### config.mk
export PLATFORM = sky130hd
export DESIGN_NAME = delta_scheduler_flat
export DESIGN_NICKNAME = d
export VERILOG_FILES = /design/src/rtl/delta_scheduler_if.sv /design/src/rtl/delta_scheduler.sv /design/src/flat_wrapper.sv
export SDC_FILE = /design/constraint.sdc
export NUM_CORES = 1
export LEC_CHECK = 0
export BUFFER_PORTS_ARGS = -buffer_cell sky130_fd_sc_hd__buf_2
export CAP_MARGIN = 10
export CORE_UTILIZATION = 43
export DETAILED_ROUTE_END_ITERATION = 6
export SLEW_MARGIN = 20
export SYNTH_ARGS = -nofsm -noshare
export SYNTH_HDL_FRONTEND = slang
export SYNTH_SLANG_ARGS = --single-unit
### constraint.sdc
create_clock -name clk -period 5.3 [get_ports clk]
set_input_delay 1.06 -clock clk [delete_from_list [all_inputs] [get_ports clk]]
set_output_delay 1.06 -clock clk [all_outputs]
set_load 0.005 [all_outputs]
### src/rtl/delta_scheduler_if.sv
// rtl/delta_scheduler_if.sv - Frame input / spike event output bundle for delta_scheduler
interface delta_scheduler_if #(
  parameter int NUM_CH = 4,
  parameter int DW     = 4
);
  localparam int CW = $clog2(NUM_CH);

  logic                 in_valid;
  logic                 in_ready;
  logic [NUM_CH*DW-1:0] in_data;
  logic [DW-1:0]        threshold;
  logic                 off_spike_en;
  logic                 ev_valid;
  logic                 ev_ready;
  logic [CW-1:0]        ev_ch;
  logic                 ev_pol;
  logic [7:0]           ev_ts;
  logic                 overflow;
  logic                 ovf_clr;
  logic                 busy;

  modport slave (
    input  in_valid, in_data, threshold, off_spike_en, ev_ready, ovf_clr,
    output in_ready, ev_valid, ev_ch, ev_pol, ev_ts, overflow, busy
  );

  modport master (
    output in_valid, in_data, threshold, off_spike_en, ev_ready, ovf_clr,
    input  in_ready, ev_valid, ev_ch, ev_pol, ev_ts, overflow, busy
  );
endinterface

### src/rtl/delta_scheduler.sv
// rtl/delta_scheduler.sv - Per-channel delta-modulation scan feeding a show-ahead spike event FIFO
// Define DELTA_SCHED_TIMESTAMP_EN to tag each event with the 8-bit frame counter on ev_ts.
module delta_scheduler #(
  parameter int NUM_CH     = 4,
  parameter int DW         = 4,
  parameter int FIFO_DEPTH = 4
) (
  input logic              clk,
  input logic              rst_n,
  delta_scheduler_if.slave bus
);
  localparam int CW = $clog2(NUM_CH);
  localparam int AW = $clog2(FIFO_DEPTH);
  localparam logic [CW-1:0] LAST_CH  = CW'(NUM_CH - 1);
  localparam logic [AW:0]   FULL_CNT = FIFO_DEPTH[AW:0];

  typedef enum logic {IDLE, SCAN} state_t;

  state_t               state_q, state_d;
  logic [CW-1:0]        ch_q;
  logic [NUM_CH*DW-1:0] data_q;
  logic [DW-1:0]        thr_q;
  logic                 off_en_q;
  logic [DW-1:0]        prev_q [NUM_CH];
  logic                 overflow_q;
  logic                 in_ready_c, busy_c, accept;

  logic [CW-1:0]        mem_ch  [FIFO_DEPTH];
  logic                 mem_pol [FIFO_DEPTH];
  logic [AW-1:0]        wr_ptr, rd_ptr;
  logic [AW:0]          count;
  logic                 fifo_empty, fifo_full, push, pop, drop;

  logic [DW-1:0]        cur_s, prev_s;
  logic signed [DW+1:0] diff, thr_s;
  logic                 is_on, is_off, spike;

  always_comb begin
    state_d    = state_q;
    in_ready_c = 1'b0;
    busy_c     = 1'b0;
    case (state_q)
      IDLE: begin
        in_ready_c = 1'b1;
        if (bus.in_valid) state_d = SCAN;
      end
      SCAN: begin
        busy_c = 1'b1;
        if (ch_q == LAST_CH) state_d = IDLE;
      end
      default: state_d = IDLE;
    endcase
  end

  assign accept = bus.in_valid && in_ready_c;

  // Two guard bits keep both the difference and the negated threshold exact.
  assign cur_s  = data_q[int'(ch_q)*DW +: DW];
  assign prev_s = prev_q[ch_q];
  assign diff   = $signed({2'b00, cur_s}) - $signed({2'b00, prev_s});
  assign thr_s  = $signed({2'b00, thr_q});
  assign is_on  = diff > thr_s;
  assign is_off = off_en_q && (diff < -thr_s);
  assign spike  = busy_c && (is_on || is_off);

  // A pop in the same cycle frees the slot, so a full FIFO only drops without one.
  assign fifo_empty = (count == '0);
  assign fifo_full  = (count == FULL_CNT);
  assign pop        = !fifo_empty && bus.ev_ready;
  assign push       = spike && (!fifo_full || pop);
  assign drop       = spike && fifo_full && !pop;

  always_ff @(posedge clk or negedge rst_n) begin
    if (!rst_n) begin
      state_q    <= IDLE;
      ch_q       <= '0;
      data_q     <= '0;
      thr_q      <= '0;
      off_en_q   <= 1'b0;
      wr_ptr     <= '0;
      rd_ptr     <= '0;
      count      <= '0;
      overflow_q <= 1'b0;
      for (int k = 0; k < NUM_CH; k++) prev_q[k] <= '0;
    end else begin
      state_q <= state_d;
      if (accept) begin
        data_q   <= bus.in_data;
        thr_q    <= bus.threshold;
        off_en_q <= bus.off_spike_en;
        ch_q     <= '0;
      end else if (busy_c) begin
        ch_q <= ch_q + 1'b1;
      end
      if (push) begin
        prev_q[ch_q] <= cur_s;
        wr_ptr       <= wr_ptr + 1'b1;
      end
      if (pop) rd_ptr <= rd_ptr + 1'b1;
      if (push && !pop)      count <= count + 1'b1;
      else if (pop && !push) count <= count - 1'b1;
      if (drop)             overflow_q <= 1'b1;
      else if (bus.ovf_clr) overflow_q <= 1'b0;
    end
  end

  always_ff @(posedge clk) begin
    if (push) begin
      mem_ch[wr_ptr]  <= ch_q;
      mem_pol[wr_ptr] <= is_on;
    end
  end

`ifdef DELTA_SCHED_TIMESTAMP_EN
  logic [7:0] frame_cnt, ts_q;
  logic [7:0] mem_ts [FIFO_DEPTH];

  always_ff @(posedge clk or negedge rst_n) begin
    if (!rst_n) begin
      frame_cnt <= '0;
      ts_q      <= '0;
    end else if (accept) begin
      ts_q      <= frame_cnt;
      frame_cnt <= frame_cnt + 8'd1;
    end
  end

  always_ff @(posedge clk) begin
    if (push) mem_ts[wr_ptr] <= ts_q;
  end

  assign bus.ev_ts = fifo_empty ? 8'd0 : mem_ts[rd_ptr];
`else
  assign bus.ev_ts = 8'd0;
`endif

  assign bus.in_ready = in_ready_c;
  assign bus.busy     = busy_c;
  assign bus.ev_valid = !fifo_empty;
  assign bus.ev_ch    = fifo_empty ? '0 : mem_ch[rd_ptr];
  assign bus.ev_pol   = !fifo_empty && mem_pol[rd_ptr];
  assign bus.overflow = overflow_q;
endmodule

### src/flat_wrapper.sv
// flat-port wrapper written by rule: the top's interface ports become plain ports
module delta_scheduler_flat 
#(
  parameter int NUM_CH     = 4,
  parameter int DW         = 4,
  parameter int FIFO_DEPTH = 4
)
  (clk, rst_n, bus_in_valid, bus_in_data, bus_threshold, bus_off_spike_en, bus_ev_ready, bus_ovf_clr, bus_in_ready, bus_ev_valid, bus_ev_ch, bus_ev_pol, bus_ev_ts, bus_overflow, bus_busy);
  delta_scheduler_if #(.NUM_CH(NUM_CH), .DW(DW)) bus_i ();
  input logic clk;
  input logic rst_n;
  input wire logic [$bits(bus_i.in_valid)-1:0] bus_in_valid;
  input wire logic [$bits(bus_i.in_data)-1:0] bus_in_data;
  input wire logic [$bits(bus_i.threshold)-1:0] bus_threshold;
  input wire logic [$bits(bus_i.off_spike_en)-1:0] bus_off_spike_en;
  input wire logic [$bits(bus_i.ev_ready)-1:0] bus_ev_ready;
  input wire logic [$bits(bus_i.ovf_clr)-1:0] bus_ovf_clr;
  output wire logic [$bits(bus_i.in_ready)-1:0] bus_in_ready;
  output wire logic [$bits(bus_i.ev_valid)-1:0] bus_ev_valid;
  output wire logic [$bits(bus_i.ev_ch)-1:0] bus_ev_ch;
  output wire logic [$bits(bus_i.ev_pol)-1:0] bus_ev_pol;
  output wire logic [$bits(bus_i.ev_ts)-1:0] bus_ev_ts;
  output wire logic [$bits(bus_i.overflow)-1:0] bus_overflow;
  output wire logic [$bits(bus_i.busy)-1:0] bus_busy;
  assign bus_i.in_valid = bus_in_valid;
  assign bus_i.in_data = bus_in_data;
  assign bus_i.threshold = bus_threshold;
  assign bus_i.off_spike_en = bus_off_spike_en;
  assign bus_i.ev_ready = bus_ev_ready;
  assign bus_i.ovf_clr = bus_ovf_clr;
  assign bus_in_ready = bus_i.in_ready;
  assign bus_ev_valid = bus_i.ev_valid;
  assign bus_ev_ch = bus_i.ev_ch;
  assign bus_ev_pol = bus_i.ev_pol;
  assign bus_ev_ts = bus_i.ev_ts;
  assign bus_overflow = bus_i.overflow;
  assign bus_busy = bus_i.busy;
  delta_scheduler #(.NUM_CH(NUM_CH), .DW(DW), .FIFO_DEPTH(FIFO_DEPTH)) u_core (.clk(clk), .rst_n(rst_n), .bus(bus_i));
endmodule
[Yosys cells after proc, flatten, opt, wreduce, memory -nomap -nowiden]
Memory sizes are Yosys's and may differ from the RTL's.
Index checks and enable logic that the tools add are counted.
Word-level totals
  register bits: 48
  bits in writable memories: 12
  logic and storage cells: 72
  memories kept: 2
Memories
  u_core.mem_ch: depth 4, bits a word 2, rd ports 1, clocked after Yosys merged registers in 0, wr ports 1, line delta_scheduler.sv:28  | logic [CW-1:0] mem_ch [FIFO_DEPTH];
  u_core.mem_pol: depth 4, bits a word 1, rd ports 1, clocked after Yosys merged registers in 0, wr ports 1, line delta_scheduler.sv:29  | logic mem_pol [FIFO_DEPTH];
Cells by class
  $add $sub $neg: 7
  $lt $le $gt $ge: 4
  equality and inequality tests: 2
  shift-type cells: 1
  mux-type cells: 20
  bitwise gates (word level): 2
  reduce and logical (&&, ||, !) cells: 21
Operators with widths (count)
  $bwmux W16: 1
  $shiftx A16 B5 Y4: 1
  $mux W4: 3
  $logic_and A1 B1 Y1: 11
  $bmux W4 S2: 1
  $demux W4 S2: 1
  $mux W1: 8
  $add A2 B1 Y2 const B: 3
  $gt A6 B5 Y1: 1
  $lt A6 B6 Y1: 1
  $mux W2: 3
  $mux W3: 2
  $neg A4 Y6: 1
  $reduce_bool A2 Y1: 3
  $sub A4 B4 Y5: 1
  $logic_not A1 Y1: 4
  $add A3 B1 Y3 const B: 1
  $eq A3 B3 Y1 const B: 1
  $ge A3 B3 Y1 const B: 1
  $logic_not A3 Y1: 1
  $lt A3 B1 Y1 const B: 1
  $not A2 Y3: 1
  $sub A3 B1 Y3 const B: 1
  $eq A2 B2 Y1 const B: 1
  3 further kinds: 4

[Logic depth before layout (Yosys ltp)]
  depth after elaboration: 14
  depth in mapped cells: 19

[Least setup slack after synthesis]
OpenSTA, ideal clock, no wires.
  path type: flip-flop to flip-flop
  from: reg u_core.ch_q[0]
  to: reg u_core.count[2]
  setup time: 0.079 ns
  arrival time: 4.158 ns
  required time: 5.221 ns
  setup slack: 1.063 ns
  cell stages (with the launch flop): 19
  period minus slack after synthesis: 4.237 ns
  cell sequence: dfrtp_1 buf_2 mux4_2 inv_1 ha_1 inv_1 fa_1 xor2_1 ha_1 nand2_1 o21bai_1 a21oi_2 o311a_2 ha_1 inv_1 fa_1 xor2_1 nor2_1 xor2_1
RTL lines
  start: declaration: line delta_scheduler.sv:20  | logic [CW-1:0] ch_q;
  start signal: assignment: line delta_scheduler.sv:93  | ch_q <= ch_q + 1'b1;
  branches (longest 4 deep; another with $shiftx A16 B5 Y4)
  $sub A4 B4 Y5 *: line delta_scheduler.sv:60  | assign diff = $signed({2'b00, cur_s}) - $signed({2'b00, prev_s});
  $gt A6 B5 Y1 *: line delta_scheduler.sv:62  | assign is_on = diff > thr_s;
  net u_core.is_on: line delta_scheduler.sv:36  | logic is_on, is_off, spike;
  $logic_or A1 B1 Y1 *: line delta_scheduler.sv:64  | assign spike = busy_c && (is_on || is_off);
  $logic_and A1 B1 Y1 *: line delta_scheduler.sv:64
  $logic_and A1 B1 Y1 *: line delta_scheduler.sv:70  | assign push = spike && (!fifo_full || pop);
  net u_core.push: line delta_scheduler.sv:32  | logic fifo_empty, fifo_full, push, pop, drop;
  $logic_not A1 Y1: line delta_scheduler.sv:101  | else if (pop && !push) count <= count - 1'b1;
  $logic_and A1 B1 Y1: line delta_scheduler.sv:101
  $reduce_bool A2 Y1 (no line)
  end signal: assignment: line delta_scheduler.sv:100  | if (push && !pop) count <= count + 1'b1;
  end signal: assignment: line delta_scheduler.sv:101
  end: declaration: line delta_scheduler.sv:31  | logic [AW:0] count;
Mark *: on every way through the listed nets, which the timed path passes. The select of a mux whose other input is x is not followed.
A chain may end at the register's enable or synchronous reset.

[Worst setup path in the final report]
  from: reg u_core.ch_q[0]
  to: reg u_core.count[2]
RTL lines
  $shiftx A16 B5 Y4 *: line delta_scheduler.sv:58  | assign cur_s = data_q[int'(ch_q)*DW +: DW];
  net u_core.cur_s[1]: line delta_scheduler.sv:34  | logic [DW-1:0] cur_s, prev_s;
  $sub A4 B4 Y5 *: line delta_scheduler.sv:60
  $gt A6 B5 Y1 *: line delta_scheduler.sv:62
  net u_core.is_on: line delta_scheduler.sv:36
  $logic_or A1 B1 Y1 *: line delta_scheduler.sv:64
  $logic_and A1 B1 Y1 *: line delta_scheduler.sv:64
  $logic_and A1 B1 Y1 *: line delta_scheduler.sv:70
  net u_core.push: line delta_scheduler.sv:32
  $logic_not A1 Y1: line delta_scheduler.sv:101
  $logic_and A1 B1 Y1: line delta_scheduler.sv:101
  $reduce_bool A2 Y1 (no line)
Mark *: on every way through the listed nets, which the timed path passes. The rest lies on a longest branch. The select of a mux whose other input is x is not followed.

==> results.yml <==
status:
  status: "finished with violations"
  violations: "DRC"
critical_path:
  reg2regPathDepth: 16
  r2r-start: "u_core.ch_q[0]"
  arrival_ps: 4990
  crit_fanout: 13
  path_class: "flop to flop"
  r2r_slack_ps: 560
  required_ps: 5550
  crit_path_end: "u_core.count[2]"
  end_kind: "flop"
  r2r-end: "u_core.count[2]"
  startpoint: "u_core.ch_q[0]"
  worstSetupStartpointType: "flop"
timing:
  setup_violations: 0
  finalSetupTns_ps: 0
  slew_headroom: 0.5643
  drv_slew: 0
  fin_skew_ps: 5.999
  fmax_ghz: 0.2110
  hold_viol_final: 0
  worst_pin_slew_ps: 653.5
  rsz0062_at_grt: "no"
  finalCritPeriodShare: 0.8942
  period_minus_slack_ps: 4739
detailed_routing:
  wl_per_cell_um: 15.31
  ant_nets: 0
  drt-vias-per-instance: 4.995
  drt_first_pass_iters: 5
  drtIter0Drc: 38
  totalWireLength_um: 5740
  vias: 1873
  drc: 2
synth:
  ys_ff_latch: 60
  synth.distinct_cells: 42
  synth.avg_cell_area_um2: 13.63
  synth_ff_type: "dfrtp_1"
  synth_edf_count: 12
  synth_seq_area_share: 0.4875
  ys_warn_count: 0
  async_flop_share: 0.8000
  syn_area_mm2: 0.003203
  synth_cells: 235
place:
  dp_hpwl_um: 4132
  numPortBuffers: 32
  place_inst: 359
  gp_congestion: 0.7694
  placed_area_mm2: 0.003438
global_routing:
  antenna_found_initial: 0
  gr-total-overflow: 0
  grt_pass1_wl_um: 9729
  grt_start_max_net_pins: 49
  grtUsageTotal: 0.1726
  grt_pass1_vias: 1964
clocking:
  post-cts-setup-buffer-count: 0
  cts_buffers: 9
  cts_hold_repair.buffers: 0
  clock_sinks: 60
  postCtsResizedCells: 0
  path_clk_slew_ps: 70
  cts_tree: "built"
  cts_max_level: 3
  cts-root-buf: "clkbuf_8"
  clock_path_buffers: 2
  worstSkewPairLatency_ps: 340
worst_hold_path:
  min_path_type: "flop to flop"
  hold_path_startpoint: "u_core.count[2]"
cells_and_area:
  finalNetCount: 321
  instances_no_fill: 375
  syn_to_final_growth_pct: 13.48
  diodes: 0
  stdcell_area_mm2: 0.003635
  n_fill_cell: 683
  drive_gt1_frac: 0.3732
  post-route-util: 0.5038
floorplan:
  io_pins: 41
  die_h_um: 88.31
  initial_utilization: 0.4440
  core-area_mm2: 0.007214
  fp.dieArea_mm2: 0.007798
  die_w_um: 88.31
  row_count: 31
run:
  cap_violations: 0
through the flow:
stage | setup WS (ps) | hold WS [ps]
3_5_place_dp | 516.4 | 481.3
2_1_floorplan | 1063 | 447.3
3_3_place_gp | 705.4 | 461.2
4_1_cts | 485.4 | 492.5
6_report | 560.7 | 489.8
5_1_grt | 146.9 | 520.7
kinds of logic (layout without fill, tap and decap cells):
kind of cell | count (synthesis) | count (layout) | share of synthesized area
flip-flops | 60 | 60 | 0.4875
buffers and inverters | 33 | 67 | 0.04883
adder cells (fa/ha/maj) | 24 | 24 | 0.09844
other | 1 | 8 | 0.001171
AO/OA/AOI/OAI | 24 | 24 | 0.06641
AND/OR/NAND/NOR | 37 | 37 | 0.06992
XOR/XNOR | 10 | 10 | 0.02734
multiplexers | 46 | 46 | 0.2004
how the worst min path moves through the flow:
stage	end	cells past startpoint
2_1_floorplan	u_core.count[2]	1
3_3_place_gp	u_core.count[2]	1
3_5_place_dp	u_core.prev_q[11]	1
4_1_cts	u_core.count[2]	1
5_1_grt	u_core.prev_q[8]	1
6_report	u_core.count[2]	1
metal layers:
layer	vias up	track usage	part of all wire
li1	899	-	-
met1	930	0.2274	0.49
met2	35	0.2727	0.47
met3	9	0.03638	0.024
met4	0	0.08358	0.019
met5	-	0	0
final cells by class:
class	instances	area [um^2]	share of cell area
clock buffers	12	145.1	0.03993
clock inverters	4	48.80	0.01343
inverters	17	63.81	0.01756
multi-input cells	149	1514	0.4165
flip-flops and latches	60	1562	0.4296
well taps	99	123.9	0.03408
repair buffers	34	177.7	0.04888
flip-flops by register name, summed over array words and instances, names as in the netlist, 2 cells and up:
name / flops
u_core.prev_q: 16
u_core.mem_ch: 8
u_core.rd_ptr: 2
u_core.mem_pol: 4
u_core.count: 3
u_core.wr_ptr: 2
u_core.thr_q: 4
u_core.ch_q: 2
u_core.data_q: 16
critical path: stages (launching register included):
cell      delay [ps]
dfrtp_1          760
mux4_2           690
ha_1             330
a21o_1           150
a21oi_1          160
xnor2_1          130
ha_1             310
nand2_1           70
o21bai_1         160
a21oi_2          450
o311a_2          340
ha_1             210
inv_1             60
fa_1             380
xor2_1           170
nor2_1           120
xor2_1           160
synthesized netlist by cell type, types with 3 or more instances:
cell type  number  area share
and2_1          7       0.014
xnor2_1         6       0.016
ha_1           22       0.086
a21oi_1         3      0.0047
buf_4           8       0.019
o21ai_0         6      0.0094
mux2_1          5       0.018
and3_1          4      0.0078
mux2_2         30        0.11
o31ai_2         4       0.016
nand2_1         8      0.0094
inv_1          16       0.019
mux4_2         11       0.077
xor2_1          4       0.011
clkbuf_1        6      0.0070
edfxtp_1       12        0.11
dfrtp_1        48        0.37
placed cells by master, fill, tap and decap left out, types with 2 or more instances in the layout:
| cell | n |
|---|---|
| a21oi_2 | 2 |
| nand3_1 | 2 |
| xor2_1 | 4 |
| fa_1 | 2 |
| mux2_1 | 5 |
| a21oi_1 | 3 |
| edfxtp_1 | 12 |
| nor2_1 | 2 |
| o31ai_2 | 4 |
| nor3_1 | 2 |
| mux4_2 | 11 |
| buf_2 | 31 |
| nand3b_1 | 2 |
| conb_1 | 8 |
| or3_1 | 2 |
| xnor2_1 | 6 |
| o21bai_1 | 2 |
| dfrtp_1 | 48 |
| buf_4 | 3 |
| and2_1 | 7 |
| nand2_1 | 8 |
| o21ai_0 | 6 |
| clkbuf_8 | 10 |
| ha_1 | 22 |
| mux2_2 | 30 |
| clkinv_2 | 2 |
| inv_1 | 16 |
| and3_1 | 4 |
| clkbuf_1 | 2 |
Power is not shown: default switching activity piles up to over one toggle a cycle in this logic, so the estimate is an artifact.
